==> config.mk <==
export PLATFORM = sky130hd
export DESIGN_NAME = matrix_morph3x3
export DESIGN_NICKNAME = d
export VERILOG_FILES = /design/src/rtl/morph_pkg.sv /design/src/rtl/morph_cmp3.sv /design/src/rtl/matrix_morph3x3.sv
export SDC_FILE = /design/constraint.sdc
export NUM_CORES = 1
export LEC_CHECK = 0
export CORE_ASPECT_RATIO = 0.6
export CORE_MARGIN = 1
export CORE_UTILIZATION = 36
export CTS_CLUSTER_SIZE = 14
export DETAILED_ROUTE_END_ITERATION = 12
export PLACE_DENSITY = 0.51
export SYNTH_ARGS = -nofsm -noshare
export SYNTH_HDL_FRONTEND = slang
export SYNTH_SLANG_ARGS = --single-unit
==> constraint.sdc <==
create_clock -name clk -period 6.2 [get_ports clk]
set_clock_uncertainty 0.15 [all_clocks]
set_input_delay 0.93 -clock clk [delete_from_list [all_inputs] [get_ports clk]]
set_output_delay 0.93 -clock clk [all_outputs]
set_load 0.005 [all_outputs]
==> src/rtl/morph_pkg.sv <==
// Shared selector and border-policy constants for the 3x3 morphology stage.
package morph_pkg;
    localparam logic MODE_ERODE   = 1'b0;
    localparam logic MODE_DILATE  = 1'b1;
    localparam logic SE_CROSS     = 1'b0;
    localparam logic SE_SQUARE    = 1'b1;
    localparam int   BORDER_PASS  = 0;
    localparam int   BORDER_CONST = 1;
endpackage

==> src/rtl/morph_cmp3.sv <==
// Combinational min (erode) or max (dilate) of three unsigned channel values.
module morph_cmp3
    import morph_pkg::*;
#(
    parameter int DATA_W = 8
) (
    input  logic [DATA_W-1:0] a,
    input  logic [DATA_W-1:0] b,
    input  logic [DATA_W-1:0] c,
    input  logic              mode,
    output logic [DATA_W-1:0] y
);
    logic [DATA_W-1:0] ab;

    always_comb begin
        if (mode == MODE_DILATE) begin
            ab = (a > b) ? a : b;
            y  = (ab > c) ? ab : c;
        end else begin
            ab = (a < b) ? a : b;
            y  = (ab < c) ? ab : c;
        end
    end
endmodule

==> src/rtl/matrix_morph3x3.sv <==
// 3x3 per-channel erosion/dilation over a cross or square element with a fixed
// border policy; column/row tracking, flush of the last centre, valid-tagged output.
module matrix_morph3x3
    import morph_pkg::*;
#(
    parameter int PIC_WIDTH   = 250,
    parameter int PIC_HEIGHT  = 250,
    parameter int DATA_W      = 8,
    parameter int CH          = 3,
    parameter int BORDER_MODE = BORDER_PASS,
    parameter int BORDER_VAL  = 0
) (
    input  logic                 clk,
    input  logic                 rst_n,
    input  logic                 valid_in,
    input  logic [CH*DATA_W-1:0] din1,
    input  logic [CH*DATA_W-1:0] din2,
    input  logic [CH*DATA_W-1:0] din3,
    input  logic                 mode,
    input  logic                 se_sel,
    output logic [CH*DATA_W-1:0] dout,
    output logic                 valid_out
);
    localparam int WIDTH = CH * DATA_W;
    localparam int CW    = (PIC_WIDTH  > 1) ? $clog2(PIC_WIDTH)  : 1;
    localparam int RW    = (PIC_HEIGHT > 1) ? $clog2(PIC_HEIGHT) : 1;
    localparam logic [CW-1:0]     COL_LAST = CW'(PIC_WIDTH - 1);
    localparam logic [RW-1:0]     ROW_LAST = RW'(PIC_HEIGHT - 1);
    localparam logic [DATA_W-1:0] BVAL     = DATA_W'(BORDER_VAL);

    // Tap index 0 is the newest (right) column, 2 the oldest (left).
    logic [WIDTH-1:0]  top_p0 [3];
    logic [WIDTH-1:0]  mid_p0 [3];
    logic [WIDTH-1:0]  bot_p0 [3];
    logic [WIDTH-1:0]  last_ctr_p0;
    logic [CW-1:0]     col_p0;
    logic [RW-1:0]     row_p0;
    logic              vld_p0, bord_p0, flush_arm_p0, flush_p0;

    logic [DATA_W-1:0] colsel_d  [CH][3];
    logic [DATA_W-1:0] colred_p1 [CH][3];
    logic [WIDTH-1:0]  ctr_p1;
    logic              bord_p1, mode_p1, vld_p1;
    logic [DATA_W-1:0] red_d [CH];
    logic [WIDTH-1:0]  res_d;

    // ---- stage 0: taps, position counters, window/flush tagging ----
    always_ff @(posedge clk or negedge rst_n) begin
        if (!rst_n) begin
            for (int k = 0; k < 3; k++) begin
                top_p0[k] <= '0;
                mid_p0[k] <= '0;
                bot_p0[k] <= '0;
            end
            last_ctr_p0  <= '0;
            col_p0       <= '0;
            row_p0       <= '0;
            vld_p0       <= 1'b0;
            bord_p0      <= 1'b0;
            flush_arm_p0 <= 1'b0;
            flush_p0     <= 1'b0;
        end else begin
            // Beat at col c completes the window centred at c-1; col 0 completes none.
            vld_p0       <= valid_in && (col_p0 != '0);
            bord_p0      <= (col_p0 == CW'(1)) || (row_p0 == '0) || (row_p0 == ROW_LAST);
            // Flush is held back one extra cycle so it trails the centre W-2 window.
            flush_arm_p0 <= valid_in && (col_p0 == COL_LAST);
            flush_p0     <= flush_arm_p0;
            if (valid_in) begin
                top_p0[0] <= din1;
                mid_p0[0] <= din2;
                bot_p0[0] <= din3;
                for (int k = 1; k < 3; k++) begin
                    top_p0[k] <= top_p0[k-1];
                    mid_p0[k] <= mid_p0[k-1];
                    bot_p0[k] <= bot_p0[k-1];
                end
                if (col_p0 == COL_LAST) begin
                    col_p0      <= '0;
                    last_ctr_p0 <= din2;
                    row_p0      <= (row_p0 == ROW_LAST) ? '0 : row_p0 + RW'(1);
                end else begin
                    col_p0 <= col_p0 + CW'(1);
                end
            end
        end
    end

    for (genvar g = 0; g < CH; g++) begin : g_ch
        for (genvar k = 0; k < 3; k++) begin : g_col
            logic [DATA_W-1:0] vert;
            morph_cmp3 #(.DATA_W(DATA_W)) u_vert (
                .a    (top_p0[k][g*DATA_W +: DATA_W]),
                .b    (mid_p0[k][g*DATA_W +: DATA_W]),
                .c    (bot_p0[k][g*DATA_W +: DATA_W]),
                .mode (mode),
                .y    (vert)
            );
            // A cross keeps only the centre row in the left and right columns.
            assign colsel_d[g][k] = ((k == 1) || (se_sel == SE_SQUARE)) ?
                                    vert : mid_p0[k][g*DATA_W +: DATA_W];
        end
        morph_cmp3 #(.DATA_W(DATA_W)) u_final (
            .a    (colred_p1[g][0]),
            .b    (colred_p1[g][1]),
            .c    (colred_p1[g][2]),
            .mode (mode_p1),
            .y    (red_d[g])
        );
    end

    // ---- stage 1: column reductions, centre, border flag, mode ----
    always_ff @(posedge clk or negedge rst_n) begin
        if (!rst_n) begin
            for (int g = 0; g < CH; g++)
                for (int k = 0; k < 3; k++)
                    colred_p1[g][k] <= '0;
            ctr_p1  <= '0;
            bord_p1 <= 1'b0;
            mode_p1 <= MODE_ERODE;
            vld_p1  <= 1'b0;
        end else begin
            for (int g = 0; g < CH; g++)
                for (int k = 0; k < 3; k++)
                    colred_p1[g][k] <= colsel_d[g][k];
            ctr_p1  <= vld_p0 ? mid_p0[1] : last_ctr_p0;
            bord_p1 <= vld_p0 ? bord_p0 : 1'b1;
            mode_p1 <= mode;
            vld_p1  <= vld_p0 | flush_p0;
        end
    end

    always_comb begin
        res_d = '0;
        for (int g = 0; g < CH; g++) begin
            if (!bord_p1)
                res_d[g*DATA_W +: DATA_W] = red_d[g];
            else if (BORDER_MODE == BORDER_CONST)
                res_d[g*DATA_W +: DATA_W] = BVAL;
            else
                res_d[g*DATA_W +: DATA_W] = ctr_p1[g*DATA_W +: DATA_W];
        end
    end

    // ---- stage 2: output register ----
    always_ff @(posedge clk or negedge rst_n) begin
        if (!rst_n) begin
            dout      <= '0;
            valid_out <= 1'b0;
        end else begin
            dout      <= res_d;
            valid_out <= vld_p1;
        end
    end
endmodule

==> results.json <==
{
  "post_cts_buffers": 0,
  "min-delay-path-class": "in -> async",
  "syn_area_mm2": 0.02536,
  "grt_max_degree": 202,
  "first_iter_violations": 1907,
  "htree_levels": 2,
  "synth.top_cell.area_share": 0.3789,
  "synth_cells": 2647,
  "ctsHoldBuffers": 0,
  "crit_arrival_ps": 5500,
  "ys_ff_latch": 384,
  "io_buffers": 101,
  "power.share.combinational": 0.495,
  "synthTopCellsByArea": "dfrtp_1 (38%), ha_1 (14%), mux2_2 (9.1%), o21ai_0 (5.1%), nand2_1 (4.6%)",
  "final_hold_viol_count": 0,
  "critPathKind": "reg -> reg",
  "cts.sinks": 384,
  "dpl_worst_slack_ps": 1082,
  "r2r_start": "mid_p0[1]$_DFFE_PN0P_",
  "ant_nets": 0,
  "worst_slack_ps": 959.2,
  "rr_endpoint": "colred_p1[50]$_DFF_PN0_",
  "coreArea_mm2": 0.06889,
  "placed_area_mm2": 0.02730,
  "ir_drop_uv": 188.2,
  "grt_first_pass_wirelength_um": 128300,
  "drc": 0,
  "fin_tns_setup_ps": 0,
  "grt_antenna_before_repair": 8,
  "clkTransAtPathRegs_ps": 60,
  "start_util": 0.3682,
  "r2r_cells": 16,
  "period_needed_ps": 5241,
  "timing.final.crit_share": 0.8453,
  "final_nets": 3072,
  "slew_viol_final": 0,
  "root_buffer": "clkbuf_16",
  "synthesis.nets": 3006,
  "intPower_mw": 7.109,
  "clock_latency_ps": 600,
  "area_growth_pct": 13.18,
  "die_y_um": 207.6,
  "wl_per_cell_um": 22.90,
  "synth-seq-area-share": 0.3789,
  "power_density_mw_per_mm2": 425.9,
  "cts_resized": 0,
  "die_area_mm2": 0.07155,
  "synth-main-ff-cell": "dfrtp_1",
  "slew-limit-headroom": 0.1505,
  "syn_avg_cell_area_um2": 9.581,
  "cts.path.max_buffers": 3,
  "synth_top_cell_by_area": "dfrtp_1",
  "place_hpwl_um": 63430,
  "place_congestion": 0.9210,
  "clockPowerShare": 0.216,
  "wl_um": 83720,
  "rows": 74,
  "die_x_um": 344.7,
  "setup_viol": 0,
  "drive_gt1_frac": 0.1236,
  "num_vias": 20570,
  "reg2reg_slack_ps": 960,
  "dr.pass1.iters": 5,
  "synth.distinct_cells": 81,
  "clock.fmax_ghz": 0.1908,
  "cts_tree": "yes",
  "grt_pass1_vias": 20080,
  "required_ps": 6460,
  "grt_usage": 0.2352,
  "crit_path_max_fanout": 16,
  "cts_buffers": 42,
  "worst_slew_pin_slew_ps": 1274,
  "avgViaCountPerCell": 5.627,
  "p_sw_mw": 5.117,
  "maxCapViolations": 0,
  "synthArstFlopShare": 1.000,
  "ioPinCount": 102,
  "fin_area_mm2": 0.02870,
  "status": "completed",
  "overflow": 0,
  "seq_power_share": 0.289,
  "power_leakage_nw": 13.36,
  "rsz0062_at_grt": "false",
  "synth_edf_count": 0,
  "yosys_warnings": 0,
  "cp-start-kind": "register",
  "power_switching_share": 0.4185,
  "endpoint_kind": "register"
}
## metal layers
| metal | routed length (um) | vias to the layer above | part of all wire | global-route usage |
|---|---|---|---|---|
| li1 | - | 9631 | - | - |
| met3 | 6476 | 76 | 0.077 | 0.04872 |
| met1 | 45140 | 10220 | 0.54 | 0.3978 |
| met5 | 0 | - | 0 | 0 |
| met4 | 1326 | 0 | 0.016 | 0.04593 |
| met2 | 30780 | 647 | 0.37 | 0.2922 |
## metrics by stage
step	util	total power, mW	hold WS (ps)	std cells
after floorplan	-	7.708	181.2	2647
after global placement	0.3963	9.394	181.2	3581
after detailed placement	0.3963	9.506	186.2	3581
after CTS	0.4166	12.21	200.4	3655
after global routing	0.4166	13.12	222.4	3655
final	0.4167	12.23	186.2	3656
## synth_stat cells, drive strengths merged, types with 45 or more instances
cell / n
a21o: 59
a21oi: 123
clkbuf: 82
dfrtp: 384
ha: 282
inv: 224
mux2: 206
mux2i: 95
nand2: 315
nand2b: 52
nor2: 96
nor2b: 45
o21ai: 267
## critical path: stages (launching register included)
cell and delay [ps]:
dfrtp_1 380, inv_1 120, ha_1 250, nor2b_1 130, o211ai_1 160, a21oi_1 130
nor2_1 760, o21ai_0 270, ha_1 360, a21o_1 170, a211o_1 300, a211oi_1 290
nand2_1 90, o31ai_1 860, buf_4 300, mux2i_1 200, o221ai_1 140
## state kept, by name, summed over array words and instances (netlist names)
name and flops:
bot_p0 72, vld_p0 1, row_p0 8, mode_p1 1, vld_p1 1, valid_out 1, flush_arm_p0 1, colred_p1 72
flush_p0 1, col_p0 8, mid_p0 72, bord_p1 1, bord_p0 1, ctr_p1 24, last_ctr_p0 24, dout 24
top_p0 72
## logic make-up after synthesis
family,synth area share
DFF,0.3789
and+or+nand+nor,0.1244
xor gates and xnor gates,0.002072
adders and majority gates,0.1391
muxes,0.1290
buffers and inverters,0.05091
AOI/OAI and AO/OA,0.1756
## power groups by stage
stage / Combinational (mW) / Clock, mW / Sequential [mW]
floorplan: 4.43 / 0 / 3.28
global placement: 5.84 / 0 / 3.55
detailed placement: 5.95 / 0 / 3.56
CTS: 6.00 / 2.70 / 3.51
global route: 6.74 / 2.79 / 3.58
finish: 6.06 / 2.64 / 3.53
## placed cells by master (no fill, tap or decap), types with 36 or more instances in the layout
cell type	n
clkdlybuf4s50_1	98
dfrtp_1	383
clkbuf_16	43
nand4_1	36
o221ai_1	37
nand3_1	43
nand2b_1	52
nor2b_1	43
o21ai_0	258
mux2_2	206
mux2i_1	95
ha_1	282
a21o_1	58
nand2_1	314
inv_1	224
nor2_1	94
a21oi_1	116
## layout make-up
cell class / instances / area (um2)
sequential: 384 / 9610
inverter: 225 / 844.6
timing repair buffer: 126 / 1241
multi-input combinational: 1934 / 14460
clock inverter: 16 / 197.7
antenna: 1 / 2.502
clock buffer: 58 / 1202
fill: 6752 / 40180
tap: 912 / 1141
## worst max-delay path by stage
stage	startpoint	endpoint	slack, ps
after global routing	mid_p0[7]$_DFFE_PN0P_	colred_p1[51]$_DFF_PN0_	630
final	mid_p0[1]$_DFFE_PN0P_	colred_p1[50]$_DFF_PN0_	960
after global placement	mid_p0[1]$_DFFE_PN0P_	colred_p1[49]$_DFF_PN0_	1020
after floorplan	colred_p1[61]$_DFF_PN0_	dout[3]$_DFF_PN0_	2210
after detailed placement	mid_p0[1]$_DFFE_PN0P_	colred_p1[51]$_DFF_PN0_	1080
after CTS	mid_p0[1]$_DFFE_PN0P_	colred_p1[50]$_DFF_PN0_	1050
No activity file was read; power rests on OpenSTA's default activity.
==> edit, RTL diff (config.mk and constraints unchanged) <==
Make the reset (`rst_n`) synchronous in 3 clocked blocks.
--- a/src/rtl/matrix_morph3x3.sv
+++ b/src/rtl/matrix_morph3x3.sv
@@ -45,7 +45,7 @@
     logic [WIDTH-1:0]  res_d;
 
     // ---- stage 0: taps, position counters, window/flush tagging ----
-    always_ff @(posedge clk or negedge rst_n) begin
+    always_ff @(posedge clk) begin
         if (!rst_n) begin
             for (int k = 0; k < 3; k++) begin
                 top_p0[k] <= '0;
@@ -110,7 +110,7 @@
     end
 
     // ---- stage 1: column reductions, centre, border flag, mode ----
-    always_ff @(posedge clk or negedge rst_n) begin
+    always_ff @(posedge clk) begin
         if (!rst_n) begin
             for (int g = 0; g < CH; g++)
                 for (int k = 0; k < 3; k++)
@@ -143,7 +143,7 @@
     end
 
     // ---- stage 2: output register ----
-    always_ff @(posedge clk or negedge rst_n) begin
+    always_ff @(posedge clk) begin
         if (!rst_n) begin
             dout      <= '0;
             valid_out <= 1'b0;
Behaviour: not the same (Yosys sat finds a counterexample within 10 cycles, from zero or initial values and one cycle with rst_n low; the reset may be asserted at any time).
==> edit against the unedited design <==
Area after synthesis is 0.80% lower; clock power decreased by 6%; sequential power down 11%; setup slack better by 0.20 ns; sequential cell count is the same; via count grew 1.8%; critical path depth down 1; utilization fell by 0.25 points; routed wire length grew 1.9%; design area shrank 0.99%; power is 29% lower; largest power group is now registers.
==> edit: results (changes against the unedited design) <==
Run status = completed
Ranking of synthesized cells by area = edfxtp_1 (26%), ha_1 (14%), dfxtp_1 (13%)
Mapped Cells = 2583 (-2.4%)
First-pass GRT wire length = 127600 um (-0.51%)
Async set or reset register ratio after synthesis = 0% (-100 points)
Antenna violations before repair = 0 (-8)
Nets = 3000 (-2.3%)
Initial DRC count = 2322 (+22%)
Post-Route WL = 85340 um (+1.9%)
Fill cells = 6549 (-3.0%)
Detailed placer's ending HPWL = 64440 um (+1.6%)
Cts bufs inserted = 43 (+2.4%)
Reg2reg setup slack = 1.16 ns (+0.20 ns)
Sequential area share after synthesis = 39.15% (+1.3 points)
Number of global-route vias before repair = 19973 (-0.51%)
Worst Tran Pin Value = 1.271 ns (-0.002775 ns)
Critical Path Max Stage Delay = 0.95 ns (+0.09 ns)
Post-synth top flop = edfxtp_1
Via density per instance = 5.833 (+3.7%)
GP Congestion = 0.9442 (+2.5%)
R2r endpoint = colred_p1[0][49]
Dpl cells = 3508 (-2.0%)
Crit path max-delay family = compound AO/OA/AOI/OAI gates
Share of cells above drive strength 1 = 9.940% (-2.4 points)
Synth cell count leaders = ha_1 (282), inv_1 (237), nor2_1 (218)
VDD IR max = 0.1955 mV (+3.9%)
Post-place setup slack = 1.433 ns (+0.3513 ns)
Launching point of the worst reg2reg path = top_p0[0][65]
Lkg Pwr = 12.08 nW (-9.6%)
Slowest-stage cell, CP = nor3_1
Hold Path Stages = 2
Worst-Skew Late Latency = 0.59 ns
Switching share of power = 36.09% (-5.8 points)
Maximum number of pins on one net before global-route repair = 114 (-44%)
Worst-path fanout max = 17 (+1)
FF-to-FF path depth = 15 (-1)
Overall routing resource usage = 23.86% (+0.34 points)
Net Count, Synth = 2942 (-2.1%)
Routed WL per cell = 23.78 um (+3.8%)
Netlist cell types = 80 (-1.2%)
HP Class = flop to flop
edit: changes by cell type after synthesis, moves of 103 or more:
| cell | delta |
|---|---|
| and3_1 | +121 |
| dfrtp_1 | -384 |
| dfxtp_1 | +168 |
| edfxtp_1 | +216 |
| nand2_1 | -200 |
| nor2_1 | +123 |
| o21ai_0 | -103 |
edit: worst min-delay path, delay by kind of cell, from the launching register on:
family	cells	cell delay (ns)
AOI/OAI and AO/OA	1	0.05
DFF	1	0.30
buffers and inverters	1	0.04
edit: through the flow:
step	total power, W	cell area [um2]	util [%]
CTS	0.008705	28420	41.42
global route	0.009201	28420	41.42
detailed placement	0.006191	27070	39.46
finish	0.008722	28420	41.42
global placement	0.006139	27070	39.46
floorplan	0.005276	25160	-
edit: how the worst max path moves through the flow:
stage / startpoint / end / slack [ns] / depth (start not counted)
after global placement: top_p0[0][65] / colred_p1[0][49] / 1.42 / 15
after floorplan: rst_n / bot_p0[0][0] / 1.59 / 3
final: top_p0[0][65] / colred_p1[0][49] / 1.16 / 15
after global routing: top_p0[0][65] / colred_p1[0][49] / 0.79 / 15
after detailed placement: mid_p0[0][23] / colred_p1[0][70] / 1.43 / 15
after CTS: colred_p1[0][41] / dout[15] / 1.41 / 15
edit: layer usage:
layer	vias to the layer above	share of wire [%]	global-route usage (%)
met5	-	0	0
met4	0	1.3	4.365
met3	86	8.5	5.348
met2	860	37	30.70
met1	10214	54	39.11
li1	9776	-	-
edit: power groups by stage:
stage / Clock, W / Sequential [W] / Combinational, W
after floorplan: 0 / 0.00307 / 0.00221
after global placement: 0 / 0.00319 / 0.00295
after detailed placement: 0 / 0.00319 / 0.00300
after CTS: 0.00254 / 0.00314 / 0.00302
after global routing: 0.00264 / 0.00316 / 0.00340
final: 0.00249 / 0.00315 / 0.00308
edit: layout make-up:
class	instances	share of cell area, %
Antenna cell	1	0.008805
Clock buffer	60	4.262
Inverter	239	3.157
Multi-Input combinational cell	1854	49.35
Sequential cell	384	34.66
Clock inverter	20	0.4623
Timing Repair Buffer	119	4.081
Tap cell	912	4.015
edit: cells by family after synthesis:
| logic type | count (synthesis) | synth area share (%) |
|---|---|---|
| XOR/XNOR | 11 | 0.3830 |
| AND/OR/NAND/NOR | 736 | 14.95 |
| flip-flops | 384 | 39.15 |
| adder cells (fa/ha/maj) | 282 | 14.02 |
| buffers and inverters | 345 | 5.187 |
| AO/OA/AOI/OAI | 619 | 17.57 |
| multiplexers | 206 | 8.738 |
